`config.mk`:
```
export PLATFORM = sky130hd
export DESIGN_NAME = div_seq_flat
export DESIGN_NICKNAME = d
export VERILOG_FILES = /design/src/rtl/div_seq_pkg.sv /design/src/rtl/div_seq_if.sv /design/src/rtl/div_seq.sv /design/src/flat_wrapper.sv
export SDC_FILE = /design/constraint.sdc
export NUM_CORES = 1
export LEC_CHECK = 0
export BUFFER_PORTS_ARGS = -buffer_cell sky130_fd_sc_hd__buf_2
export CAP_MARGIN = 20
export CELL_PAD_IN_SITES_DETAIL_PLACEMENT = 1
export CELL_PAD_IN_SITES_GLOBAL_PLACEMENT = 1
export CORE_MARGIN = 3
export CORE_UTILIZATION = 45
export DETAILED_ROUTE_END_ITERATION = 16
export HOLD_SLACK_MARGIN = 0.05
export PLACE_DENSITY_LB_ADDON = 0.2
export SLEW_MARGIN = 20
export SYNTH_ARGS = -nofsm -noshare
export SYNTH_HDL_FRONTEND = slang
export SYNTH_SLANG_ARGS = --single-unit
```
`constraint.sdc`:
```
create_clock -name clk -period 8.4 [get_ports clk]
set_input_delay 0.42 -clock clk [delete_from_list [all_inputs] [get_ports clk]]
set_output_delay 0.42 -clock clk [all_outputs]
set_load 0.05 [all_outputs]
```
`src/rtl/div_seq_pkg.sv`:
```
// div_seq_pkg: FSM state codes, handshake levels and EX aluop codes for the sequential divider
package div_seq_pkg;
  typedef enum logic [1:0] {
    DIV_FREE    = 2'b00,
    DIV_BY_ZERO = 2'b01,
    DIV_ON      = 2'b10,
    DIV_END     = 2'b11
  } div_state_e;
  localparam logic DivResultNotReady = 1'b0;
  localparam logic DivResultReady    = 1'b1;
  localparam logic DivStart          = 1'b1;
  localparam logic DivStop           = 1'b0;
  localparam logic [7:0] EXE_DIV_OP  = 8'b0001_1010;
  localparam logic [7:0] EXE_DIVU_OP = 8'b0001_1011;
endpackage

```
`src/rtl/div_seq_if.sv`:
```
// div_seq_if: EX<->divider bus (master drives signed_div_i/opdata1_i/opdata2_i/start_i/annul_i, slave returns result_o={rem,quot}/ready_o)
interface div_seq_if #(parameter int WIDTH = 32);
  logic               signed_div_i;
  logic [WIDTH-1:0]   opdata1_i;
  logic [WIDTH-1:0]   opdata2_i;
  logic               start_i;
  logic               annul_i;
  logic [2*WIDTH-1:0] result_o;
  logic               ready_o;
  modport master (output signed_div_i, opdata1_i, opdata2_i, start_i, annul_i, input result_o, ready_o);
  modport slave  (input signed_div_i, opdata1_i, opdata2_i, start_i, annul_i, output result_o, ready_o);
endinterface

```
`src/rtl/div_seq.sv`:
```
// div_seq: radix-2 restoring DIV/DIVU, one quotient bit per cycle; ports clk, rst (sync high), bus (div_seq_if.slave)
module div_seq
  import div_seq_pkg::*;
#(
  parameter int WIDTH = 32
) (
  input logic      clk,
  input logic      rst,
  div_seq_if.slave bus
);
  localparam int CNT_W = $clog2(WIDTH + 1);
  div_state_e         r_state, w_next;
  logic [CNT_W-1:0]   r_cnt;
  logic [WIDTH-1:0]   r_dvd, r_dvs, r_rem;
  logic               r_neg_q, r_neg_r;
  logic [2*WIDTH-1:0] r_result;
  logic               r_ready;
  logic [WIDTH:0]     w_shift, w_diff;
  logic [WIDTH-1:0]   w_op1_abs, w_op2_abs, w_q, w_r;
  logic               w_op1_neg, w_op2_neg, w_zero, w_last, w_hold;
  assign bus.result_o = r_result;
  assign bus.ready_o  = r_ready;
  always_comb begin
    w_op1_neg = bus.signed_div_i & bus.opdata1_i[WIDTH-1];
    w_op2_neg = bus.signed_div_i & bus.opdata2_i[WIDTH-1];
    w_op1_abs = w_op1_neg ? -bus.opdata1_i : bus.opdata1_i;
    w_op2_abs = w_op2_neg ? -bus.opdata2_i : bus.opdata2_i;
    w_zero    = bus.opdata2_i == '0;
    w_shift   = {r_rem, r_dvd[WIDTH-1]};
    w_diff    = w_shift - {1'b0, r_dvs};
    w_last    = r_cnt == CNT_W'(WIDTH - 1);
    w_q       = r_neg_q ? -r_dvd : r_dvd;
    w_r       = r_neg_r ? -r_rem : r_rem;
    w_next    = r_state;
    unique case (r_state)
      DIV_FREE:    w_next = (bus.start_i & ~bus.annul_i) ? (w_zero ? DIV_BY_ZERO : DIV_ON) : DIV_FREE;
      DIV_BY_ZERO: w_next = bus.annul_i ? DIV_FREE : DIV_END;
      DIV_ON:      w_next = bus.annul_i ? DIV_FREE : (w_last ? DIV_END : DIV_ON);
      DIV_END:     w_next = (bus.annul_i | ~bus.start_i) ? DIV_FREE : DIV_END;
      default:     w_next = DIV_FREE;
    endcase
    w_hold = (r_state == DIV_END) & (w_next == DIV_END);
  end
  always_ff @(posedge clk) begin
    if (rst) begin
      r_state  <= DIV_FREE;
      r_cnt    <= '0;
      r_dvd    <= '0;
      r_dvs    <= '0;
      r_rem    <= '0;
      r_neg_q  <= 1'b0;
      r_neg_r  <= 1'b0;
      r_result <= '0;
      r_ready  <= DivResultNotReady;
    end else begin
      r_state  <= w_next;
      r_ready  <= w_hold ? DivResultReady : DivResultNotReady;
      r_result <= w_hold ? {w_r, w_q} : '0;
      if (r_state == DIV_FREE) begin
        r_cnt   <= '0;
        r_rem   <= '0;
        r_dvd   <= w_zero ? '0 : w_op1_abs;
        r_dvs   <= w_op2_abs;
        r_neg_q <= w_op1_neg ^ w_op2_neg;
        r_neg_r <= w_op1_neg;
      end else if (r_state == DIV_ON) begin
        r_rem <= w_diff[WIDTH] ? w_shift[WIDTH-1:0] : w_diff[WIDTH-1:0];
        r_dvd <= {r_dvd[WIDTH-2:0], ~w_diff[WIDTH]};
        r_cnt <= r_cnt + CNT_W'(1);
      end
    end
  end
endmodule
```
`src/flat_wrapper.sv`:
```
// flat-port wrapper written by rule: the top's interface ports become plain ports
module div_seq_flat import div_seq_pkg::*;
#(
  parameter int WIDTH = 32
)
  (clk, rst, bus_signed_div_i, bus_opdata1_i, bus_opdata2_i, bus_start_i, bus_annul_i, bus_result_o, bus_ready_o);
  div_seq_if #(.WIDTH(WIDTH)) bus_i ();
  input logic clk;
  input logic rst;
  input wire logic [$bits(bus_i.signed_div_i)-1:0] bus_signed_div_i;
  input wire logic [$bits(bus_i.opdata1_i)-1:0] bus_opdata1_i;
  input wire logic [$bits(bus_i.opdata2_i)-1:0] bus_opdata2_i;
  input wire logic [$bits(bus_i.start_i)-1:0] bus_start_i;
  input wire logic [$bits(bus_i.annul_i)-1:0] bus_annul_i;
  output wire logic [$bits(bus_i.result_o)-1:0] bus_result_o;
  output wire logic [$bits(bus_i.ready_o)-1:0] bus_ready_o;
  assign bus_i.signed_div_i = bus_signed_div_i;
  assign bus_i.opdata1_i = bus_opdata1_i;
  assign bus_i.opdata2_i = bus_opdata2_i;
  assign bus_i.start_i = bus_start_i;
  assign bus_i.annul_i = bus_annul_i;
  assign bus_result_o = bus_i.result_o;
  assign bus_ready_o = bus_i.ready_o;
  div_seq #(.WIDTH(WIDTH)) u_core (.clk(clk), .rst(rst), .bus(bus_i));
endmodule
```
==> impl_metrics.tcl, run 1 <==
set metrics [dict create \
    dieArea_um2 24500 \
    endpoint_kind "register" \
    worstPathMaxFanout 60 \
    finalWirelength_um 31400 \
    cts_tree "yes" \
    grt_antenna_before_repair 2 \
    dpl.hpwl_um 22500 \
    grt_pass1_vias 10100 \
    final_cell_area_um2 11600 \
    regToRegStartpoint "u_core.r_dvd[31]$_SDFFE_PP0P_" \
    cts_resized 0 \
    leakage_nw 4.91 \
    port_buffers 133 \
    placed_area_um2 11000 \
    clk_pin_slew_ns 0.07 \
    synth-edff-count 0 \
    hold_path_class "primary input to register" \
    fmax_ghz 0.253 \
    ioPinCount 134 \
    synth_flop_cell "dfxtp_1" \
    ys_seq_area_share_pct 33.6 \
    startpoint_type "register" \
    slew_violations 0 \
    rsz0062_at_grt "no" \
    relSlewSlack_pct 26.8 \
    synthCells 1302 \
    chipWidth_um 157 \
    htree_levels 4 \
    mostFrequentLayoutCells "204 x nor2_1, 169 x dfxtp_1, 133 x buf_2" \
    grt-ovfl-total 0 \
    cts_root_buf "clkbuf_16" \
    status "finished, final reports clean" \
    ys_seq_elements 171 \
    finClkSkew_ns 0.0102 \
    die_h_um 157 \
    min_to "u_core.r_state[0]$_SDFF_PP0_" \
    area_delta_synth_final_pct 13.8 \
    drt_iter0_drc 445 \
    cts_hold_buf 0 \
    reg2reg_depth 13 \
    cp.arrival_ns 4.25 \
    peakVddDrop_mv 0.129 \
    final_common_cell "nor2_1" \
    hold_viol 0 \
    setup_violations 0 \
    ys_types 62 \
    tns_ns 0 \
    hold_start "bus_annul_i" \
    nets 1493 \
    fillers 2771 \
    postCtsSetupBuffers 0 \
    vias 9782 \
    ff2ff_setup_slack_ns 4.44 \
    maxCapViolations 0 \
    initial_utilization_pct 46.3 \
    synth_fp_nets 1409 \
    timing.critical_path.from "u_core.r_dvd[31]$_SDFFE_PP0P_" \
    crit_required_ns 8.69 \
    postSynth.asyncResetShare_pct 0 \
    drive_gt1_share_pct 14.4 \
    grt_pass1_wl_um 50900 \
    hold_depth 2 \
    grt_util_all_layers_pct 25.4 \
    r2r-end "u_core.r_rem[13]$_SDFFE_PP0P_" \
    avgSynthCellArea_um2 7.83 \
    wire_per_inst_um 18.7 \
    netlist_area_um2 10200 \
    worst-setup-path-type "register to register" \
    fin_crit_sh_pct 47.1 \
    drtAntennaViolNets 0 \
    core-area_um2 22000 \
    cts.sinks 171 \
    cts_buffers 17 \
    powerDensity_nw_per_um2 183 \
    vias_per_cell 5.82 \
    drc 0 \
    worstSkewPairLatency_ns 0.44 \
    min_period_ns 3.96 \
    ctsLongestPathBuffers 2 \
    yosysWarnings 0 \
    gp_congestion 0.921 \
    grt_max_degree 71 \
    tightest_slew_ns 1.10 \
    firstDrtPassIters 5 \
    rows 54 \
]
## synth_stat cells (8+ instances only)
cell type  instances  area (µm²)
o21ai_0           78         390
inv_1             66         248
ha_1              37         463
o41ai_1           13         114
nand3_1           19        95.1
nand2_1          113         424
nor2_1           205         769
nor3_1            16        80.1
clkbuf_1          70         263
nand4_1            8        50.1
a211oi_1          30         225
xor2_1            82         718
xnor2_1           63         552
dfxtp_1          171        3420
o31ai_1           26         195
or4_1             12        90.1
a21o_1            18         135
nand2b_1          12        75.1
o211ai_1           8        60.1
or3_1             19         119
a21oi_1           76         380
a221oi_1          46         403
a31oi_1           12        75.1
## area by class of cell
type                       instances  area, µm²  share of cell area (%)
multi-input combinational        987       6240                    53.8
antenna                            1       2.50                  0.0216
clock buffer                      20        447                    3.85
inverter                          66        248                    2.13
tap                              280        350                    3.02
sequential                       171       3430                    29.5
timing repair buffer             143        741                    6.38
clock inverter                    12        155                    1.34
## per-stage QoR
stage / utilization [%] / worst slack, ns / hold slack (ns) / std cells / power, W
floorplan: - / 5.13 / 0.432 / 1302 / 0.00118
global placement: 49.9 / 4.83 / 0.442 / 1647 / 0.00129
detailed placement: 49.9 / 4.59 / 0.452 / 1647 / 0.00130
CTS: 52.7 / 4.46 / 0.128 / 1679 / 0.00213
global route: 52.7 / 4.22 / 0.135 / 1680 / 0.00222
finish: 52.7 / 4.44 / 0.141 / 1680 / 0.00212
## sequential cells by signal, summed over array words and instances (netlist names)
| signal | count |
|---|---|
| u_core.r_neg_q | 1 |
| u_core.bus.ready_o | 1 |
| u_core.r_rem | 32 |
| u_core.r_neg_r | 1 |
| u_core.r_dvs | 32 |
| u_core.r_dvd | 32 |
| u_core.r_state | 2 |
| u_core.r_cnt | 6 |
| u_core.bus.result_o | 64 |
## where the power goes
group	internal, W	leakage [nW]	switching (W)
Clock	0.000456	0.287	0.000369
Combinational	0.000166	3.23	0.000245
Sequential	0.000843	1.40	0.0000407
Total	0.00147	4.91	0.000654
## worst max-delay path: stages, from the launching register on
cell	delay [ns]
dfxtp_1	0.33
inv_1	0.08
ha_1	0.21
fa_1	0.39
nand2b_1	0.20
a21oi_1	0.27
o41ai_1	0.17
o31ai_1	0.61
a21oi_1	0.32
xnor2_2	0.21
buf_4	0.53
nor2_1	0.09
a211oi_1	0.30
a211oi_1	0.09
## cells by family after synthesis
| kind of cell | after synthesis | synth area share (%) |
|---|---|---|
| compound gates | 345 | 22.6 |
| fa+ha+maj | 38 | 4.74 |
| flops | 171 | 33.6 |
| xor+xnor | 145 | 12.5 |
| simple gates | 451 | 20.3 |
| buf+inv | 144 | 5.56 |
| mux | 8 | 0.797 |
## routing by layer
metal	track usage, %	wire, µm	vias up	part of all wire (%)
met3	2.93	1090	58	3.5
met4	8.96	803	0	2.6
met2	44.5	15500	195	49
li1	-	-	4752	-
met1	32.3	14000	4777	45
met5	0	0	-	0
## worst max-delay path by stage
stage / endpoint / slack (ns) / depth (start not counted)
global placement: u_core.r_dvd[30]$_SDFFE_PP0P_ / 4.83 / 12
detailed placement: u_core.r_rem[13]$_SDFFE_PP0P_ / 4.59 / 13
CTS: u_core.r_rem[13]$_SDFFE_PP0P_ / 4.46 / 13
floorplan: u_core.r_rem[23]$_SDFFE_PP0P_ / 5.13 / 13
global route: u_core.r_rem[3]$_SDFFE_PP0P_ / 4.22 / 12
finish: u_core.r_rem[13]$_SDFFE_PP0P_ / 4.44 / 13
Power figures use the tool's default switching activity.
==> inputs of run 2 (changes only) <==
--- a/config.mk
+++ b/config.mk
@@ -10,7 +10,7 @@
 export CELL_PAD_IN_SITES_DETAIL_PLACEMENT = 1
 export CELL_PAD_IN_SITES_GLOBAL_PLACEMENT = 1
 export CORE_MARGIN = 3
-export CORE_UTILIZATION = 45
+export CORE_UTILIZATION = 39
 export DETAILED_ROUTE_END_ITERATION = 16
 export HOLD_SLACK_MARGIN = 0.05
 export PLACE_DENSITY_LB_ADDON = 0.2
==> constraint.sdc (replaced) <==
create_clock -name clk -period 3.21 [get_ports clk]
set_input_delay 0.1605 -clock clk [delete_from_list [all_inputs] [get_ports clk]]
set_output_delay 0.1605 -clock clk [all_outputs]
set_load 0.05 [all_outputs]
==> run 2 against run 1 <==
Register-to-register slack worse by 4.4 ns. Final cell count up 7.4%. Combinational power rose to 3.0 times the previous value. Clock power rose to 2.5 times the previous value. Final area up 7.3%. Wire length up 2.7%. Non-clock buffer count up 77. Total power rose to 2.6 times the previous value. Largest cell class unchanged.
==> impl_metrics.tcl, run 2 (synthesis results as in run 1) <==
set metrics [dict create \
    clockPowerShare_pct 37.3 \
    startpoint_type "register" \
    area_delta_synth_final_pct 22.1 \
    crit_required_ns 3.53 \
    r2r-end "u_core.bus.result_o[60]$_SDFF_PP0_" \
    regToRegStartpoint "u_core.r_rem[5]$_SDFFE_PP0P_" \
    drt_iter0_drc 588 \
    fmax_ghz 0.315 \
    critical_path.most_common_cell "or4_4" \
    grt_antenna_before_repair 1 \
    leakage_nw 5.34 \
    die_h_um 168 \
    clk_pin_slew_ns 0.07 \
    fin_util_pct 48.9 \
    drtAntennaViolNets 0 \
    max_stage_delay_ns 0.51 \
    seqPwrFrac_pct 41.0 \
    mostFrequentLayoutCells "204 x nor2_1, 166 x dfxtp_1, 133 x buf_2" \
    chipWidth_um 168 \
    holdWs_ns 0.0650 \
    antennaDiodeCount 0 \
    firstDrtPassIters 5 \
    worst-setup-path-type "register to register" \
    ioPinCount 134 \
    core-area_um2 25500 \
    hold_start "bus_opdata2_i[28]" \
    status "finished, final reports clean" \
    min_period_ns 3.17 \
    crit_slowest_cell "or4_4" \
    setup_violations 0 \
    powerDensity_nw_per_um2 451 \
    grt_max_degree 63 \
    peakVddDrop_mv 0.253 \
    p_int_w 0.00384 \
    total_power_w 0.00561 \
    min_to "u_core.r_dvs[28]$_SDFFE_PP0P_" \
    drc 0 \
    cp.arrival_ns 3.49 \
    vias 9904 \
    cpLargestDelayFamily "simple AND/OR/NAND/NOR gates" \
    dpl.hpwl_um 24100 \
    hold_depth 3 \
    initial_utilization_pct 40.0 \
    vias_per_cell 5.49 \
    slew_violations 0 \
    hold_path_class "primary input to register" \
    fin_crit_sh_pct 98.8 \
    grt_pass1_vias 10000 \
    swShare_pct 31.6 \
    grt_util_all_layers_pct 22.4 \
    p_switching_w 0.00177 \
    endpoint_kind "register" \
    cts_tree "yes" \
    tightest_slew_ns 0.791 \
    cts_buffers 17 \
    crit_buf_inv 0 \
    cts.sinks 171 \
    placed_cells_incl_taps 1762 \
    relSlewSlack_pct 47.2 \
    final_common_cell "nor2_1" \
    finalWirelength_um 32300 \
    grt-ovfl-total 0 \
    reg2reg_depth 9 \
    drive_gt1_share_pct 20.2 \
    crit_path_cell_trace "nor4_4 > nand3_2 > or3_4 > or4_4 > or4_4 > or4_4 > o31ai_4 > xor2_1 > nor2_1" \
    maxCapViolations 0 \
    tns_ns 0 \
    layout.cells.non_filler 1805 \
    cts_root_buf "clkbuf_16" \
    hold_viol 0 \
    nets 1570 \
    gp_congestion 0.900 \
    rows 58 \
    ff2ff_setup_slack_ns 0.04 \
    largest_reg_flops 64 \
    port_buffers 133 \
    worstPathMaxFanout 3 \
    power_frac_comb_pct 21.7 \
    wire_per_inst_um 17.9 \
    finClkSkew_ns 0.0133 \
    ctsLongestPathBuffers 2 \
    grt_pass1_wl_um 52100 \
    htree_levels 4 \
    rsz0062_at_grt "yes" \
    worstSkewPairLatency_ns 0.44 \
    dieArea_um2 28100 \
]
[run 2: cell types whose count changed in the layout (fill, tap and decap cells not counted), moves of 3 or more]
cell           before  now
or3_4               1    5
dfxtp_2             2    5
inv_8               1    5
or3_1              19   15
o31ai_1            26   23
dlygate4sd3_1       0    9
a221oi_2            0    3
a221oi_1           46   43
dfxtp_1           169  166
buf_4              10   74
[run 2: metal layers]
metal | wire length, µm | GRT usage (%) | part of all wire [%]
met4 | 447 | 5.73 | 1.4
met2 | 14400 | 35.2 | 44
met5 | 0 | 0 | 0
met1 | 15900 | 32.4 | 49
met3 | 1570 | 3.14 | 4.9
[run 2: through the flow]
step / cell area (µm²) / setup WS, ns
after floorplan: 10200 / 0.00897
after global placement: 11600 / 0.0429
after detailed placement: 11600 / -0.0124
after CTS: 12300 / -0.0133
after global routing: 12500 / -0.0375
final: 12500 / 0.0394
[run 2: area by class of cell]
cell class                      instances  area (µm²)
Fill cell                            3165       13000
Multi-Input combinational cell        987        6390
Sequential cell                       171        3430
Timing Repair Buffer                  220        1390
Clock buffer                           17         425
Tap cell                              330         413
Inverter                               66         248
Clock inverter                         14         159
[run 2: how the worst max path moves through the flow]
stage | startpoint | end | slack, ns | cells past startpoint
6_report | u_core.r_rem[5]$_SDFFE_PP0P_ | u_core.bus.result_o[60]$_SDFF_PP0_ | 0.04 | 9
5_1_grt | u_core.r_rem[5]$_SDFFE_PP0P_ | u_core.bus.result_o[60]$_SDFF_PP0_ | -0.04 | 9
4_1_cts | u_core.r_dvd[6]$_SDFFE_PP0P_ | u_core.bus.result_o[31]$_SDFF_PP0_ | -0.01 | 8
3_5_place_dp | bus_opdata1_i[1] | u_core.r_dvd[30]$_SDFFE_PP0P_ | -0.01 | 12
3_3_place_gp | u_core.r_rem[2]$_SDFFE_PP0P_ | u_core.bus.result_o[61]$_SDFF_PP0_ | 0.04 | 9
2_1_floorplan | u_core.r_dvd[31]$_SDFFE_PP0P_ | u_core.r_rem[23]$_SDFFE_PP0P_ | 0.009 | 13
[run 2: power by group through the flow]
stage | sequential, W | clock, W | combinational [W]
after floorplan | 0.00232 | 0 | 0.000783
after global placement | 0.00234 | 0 | 0.00114
after detailed placement | 0.00234 | 0 | 0.00116
after CTS | 0.00230 | 0.00214 | 0.00118
after global routing | 0.00231 | 0.00224 | 0.00135
final | 0.00230 | 0.00209 | 0.00122
[run 2: what timing repair did]
item	CTS	global route
gates cloned	0	1
pin swaps	0	11
hold buffers	9	0
buffers inserted	0	2
endpoints found under the hold margin	8	0
endpoints found under the setup margin	3	40
resized for setup	1	34
[run 2: worst min-delay path, cell delays in order]
cell,delay (ns)
buf_2,0.10
xnor2_1,0.13
a211oi_1,0.07
==> inputs of run 3 (changes only) <==
--- a/config.mk
+++ b/config.mk
@@ -9,7 +9,7 @@
 export CAP_MARGIN = 20
 export CELL_PAD_IN_SITES_DETAIL_PLACEMENT = 1
 export CELL_PAD_IN_SITES_GLOBAL_PLACEMENT = 1
-export CORE_MARGIN = 3
+export CORE_MARGIN = 5
 export CORE_UTILIZATION = 39
 export DETAILED_ROUTE_END_ITERATION = 16
 export HOLD_SLACK_MARGIN = 0.05
==> run 3 against run 2 <==
The run now ends with setup timing left. Total power is 0.72% lower. Critical path depth rose by 1. Register-to-register slack got worse by 0.05 ns. Final cell count is 0.39% higher. Flip-flop and latch count did not move. Clock skew about the same. Largest cell class unchanged. Global-route usage fell by 0.87 points. Utilization fell by 0.87 points. Largest power group unchanged. Via count increased by 0.31%. Sequential power about the same. Wire length decreased by 0.42%. Hold slack worse by 0.0039 ns.
==> impl_metrics.tcl, run 3 (synthesis results as in run 1) <==
set metrics [dict create \
    crit_required_ns 3.53 \
    worstSkewPairLatency_ns 0.44 \
    ioPinCount 134 \
    grt_util_all_layers_pct 21.6 \
    wl_met3_um 908 \
    grt_pass1_wl_um 52100 \
    cp.arrival_ns 3.54 \
    startpoint_type "register" \
    setup_violations 1 \
    gp_congestion 0.865 \
    hold_path_class "primary input to register" \
    cts.sinks 171 \
    total_power_w 0.00557 \
    leakage_nw 5.33 \
    peakVddDrop_mv 0.296 \
    cts_tree "yes" \
    slew_violations 0 \
    finClkSkew_ns 0.0137 \
    grt_antenna_before_repair 0 \
    wire_per_inst_um 17.7 \
    mostFrequentLayoutCells "204 x nor2_1, 168 x dfxtp_1, 133 x buf_2" \
    cts_root_buf "clkbuf_16" \
    htree_levels 4 \
    initial_utilization_pct 39.4 \
    chipWidth_um 172 \
    worst-setup-path-type "register to register" \
    fmax_ghz 0.310 \
    worstPathMaxFanout 3 \
    violations "setup timing" \
    drt_iter0_drc 512 \
    largest_reg_flops 64 \
    finalWirelength_um 32100 \
    vias 9935 \
    hold_start "bus_opdata2_i[2]" \
    nets 1571 \
    regToRegStartpoint "u_core.r_rem[5]$_SDFFE_PP0P_" \
    hold_viol 0 \
    final_cell_area_um2 12400 \
    wl_met2_um 15300 \
    ctsLongestPathBuffers 2 \
    die_h_um 172 \
    rows 59 \
    dieArea_um2 29500 \
    tightest_slew_ns 0.719 \
    timing.critical_path.from "u_core.r_rem[5]$_SDFFE_PP0P_" \
    maxCapViolations 0 \
    powerDensity_nw_per_um2 448 \
    relSlewSlack_pct 52.0 \
    area_delta_synth_final_pct 22.0 \
    fin_crit_sh_pct 100 \
    clk_pin_slew_ns 0.07 \
    vias_per_cell 5.48 \
    grt_max_degree 63 \
    firstDrtPassIters 5 \
    placed_area_um2 11500 \
    layout.cells.non_filler 1812 \
    highest_layer "met4" \
    drive_gt1_share_pct 20.1 \
    grt-ovfl-total 0 \
    cts_buffers 17 \
    place_ws_ns -0.0709 \
    min_period_ns 3.22 \
    core-area_um2 25900 \
    drtAntennaViolNets 0 \
    placed_cells_incl_taps 1765 \
    rsz0062_at_grt "yes" \
    dpl.hpwl_um 24400 \
    final_common_cell "nor2_1" \
    grt_pass1_vias 10000 \
    port_buffers 133 \
    endpoint_kind "register" \
    worst_slack_ns -0.0109 \
    antennaDiodeCount 0 \
    fillers 3186 \
    wl_met1_um 15300 \
    status "finished, violations left" \
    drc 0 \
]
-- run 3: stage by stage --
stage	util, %	TNS (ns)	hold WS [ns]
2_1_floorplan	-	0	0.233
3_3_place_gp	44.6	-0.0278	0.331
3_5_place_dp	44.6	-0.219	0.332
4_1_cts	47.2	0	0.0599
5_1_grt	48.0	-0.423	0.0725
6_report	48.0	-0.0109	0.0611
-- run 3: where the power goes --
group / total [W] / internal (W) / switching (W)
logic: 0.00124 / 0.000533 / 0.000703
registers: 0.00230 / 0.00221 / 0.0000893
clock network: 0.00204 / 0.00105 / 0.000994
-- run 3: layout make-up --
cell class	instances	area, µm²	area share [%]
Clock inverter	14	130	1.05
Clock buffer	18	439	3.53
Multi-Input combinational cell	987	6410	51.5
Inverter	66	248	1.99
Timing Repair Buffer	221	1370	11.0
Tap cell	335	419	3.37
Sequential cell	171	3430	27.5
-- run 3: what timing repair did --
| action | in CTS | in global routing |
|---|---|---|
| gates cloned | 0 | 0 |
| hold buffers | 8 | 0 |
| hold endpoints to repair | 7 | 0 |
| pin swaps | 1 | 18 |
| buffers inserted | 0 | 7 |
| endpoints found under the setup margin | 19 | 40 |
| gates resized for setup | 7 | 32 |
-- run 3: worst paths after layout --
path | to | slack [ns] | depth (start not counted)
worst min register to register | u_core.r_dvs[20]$_SDFFE_PP0P_ | 0.46 | 2
worst min-delay path | u_core.r_dvs[2]$_SDFFE_PP0P_ | 0.06 | 3
worst max register to register | u_core.bus.result_o[60]$_SDFF_PP0_ | -0.01 | 10
worst max-delay path | u_core.bus.result_o[60]$_SDFF_PP0_ | -0.01 | 10
-- run 3: worst max-delay path, cell delays in order (launching register included) --
cell,delay (ns)
dfxtp_2,0.34
nor4_4,0.34
buf_4,0.19
nand3_4,0.06
or3_4,0.35
or4_4,0.44
or4_4,0.43
or4_4,0.53
o31ai_4,0.19
xor2_1,0.18
nor2_1,0.05
-- run 3: per-layer routing --
layer | vias up | GRT usage, %
li1 | 4921 | -
met1 | 4825 | 29.0
met2 | 149 | 36.5
met3 | 40 | 2.53
met4 | 0 | 5.99
met5 | - | 0
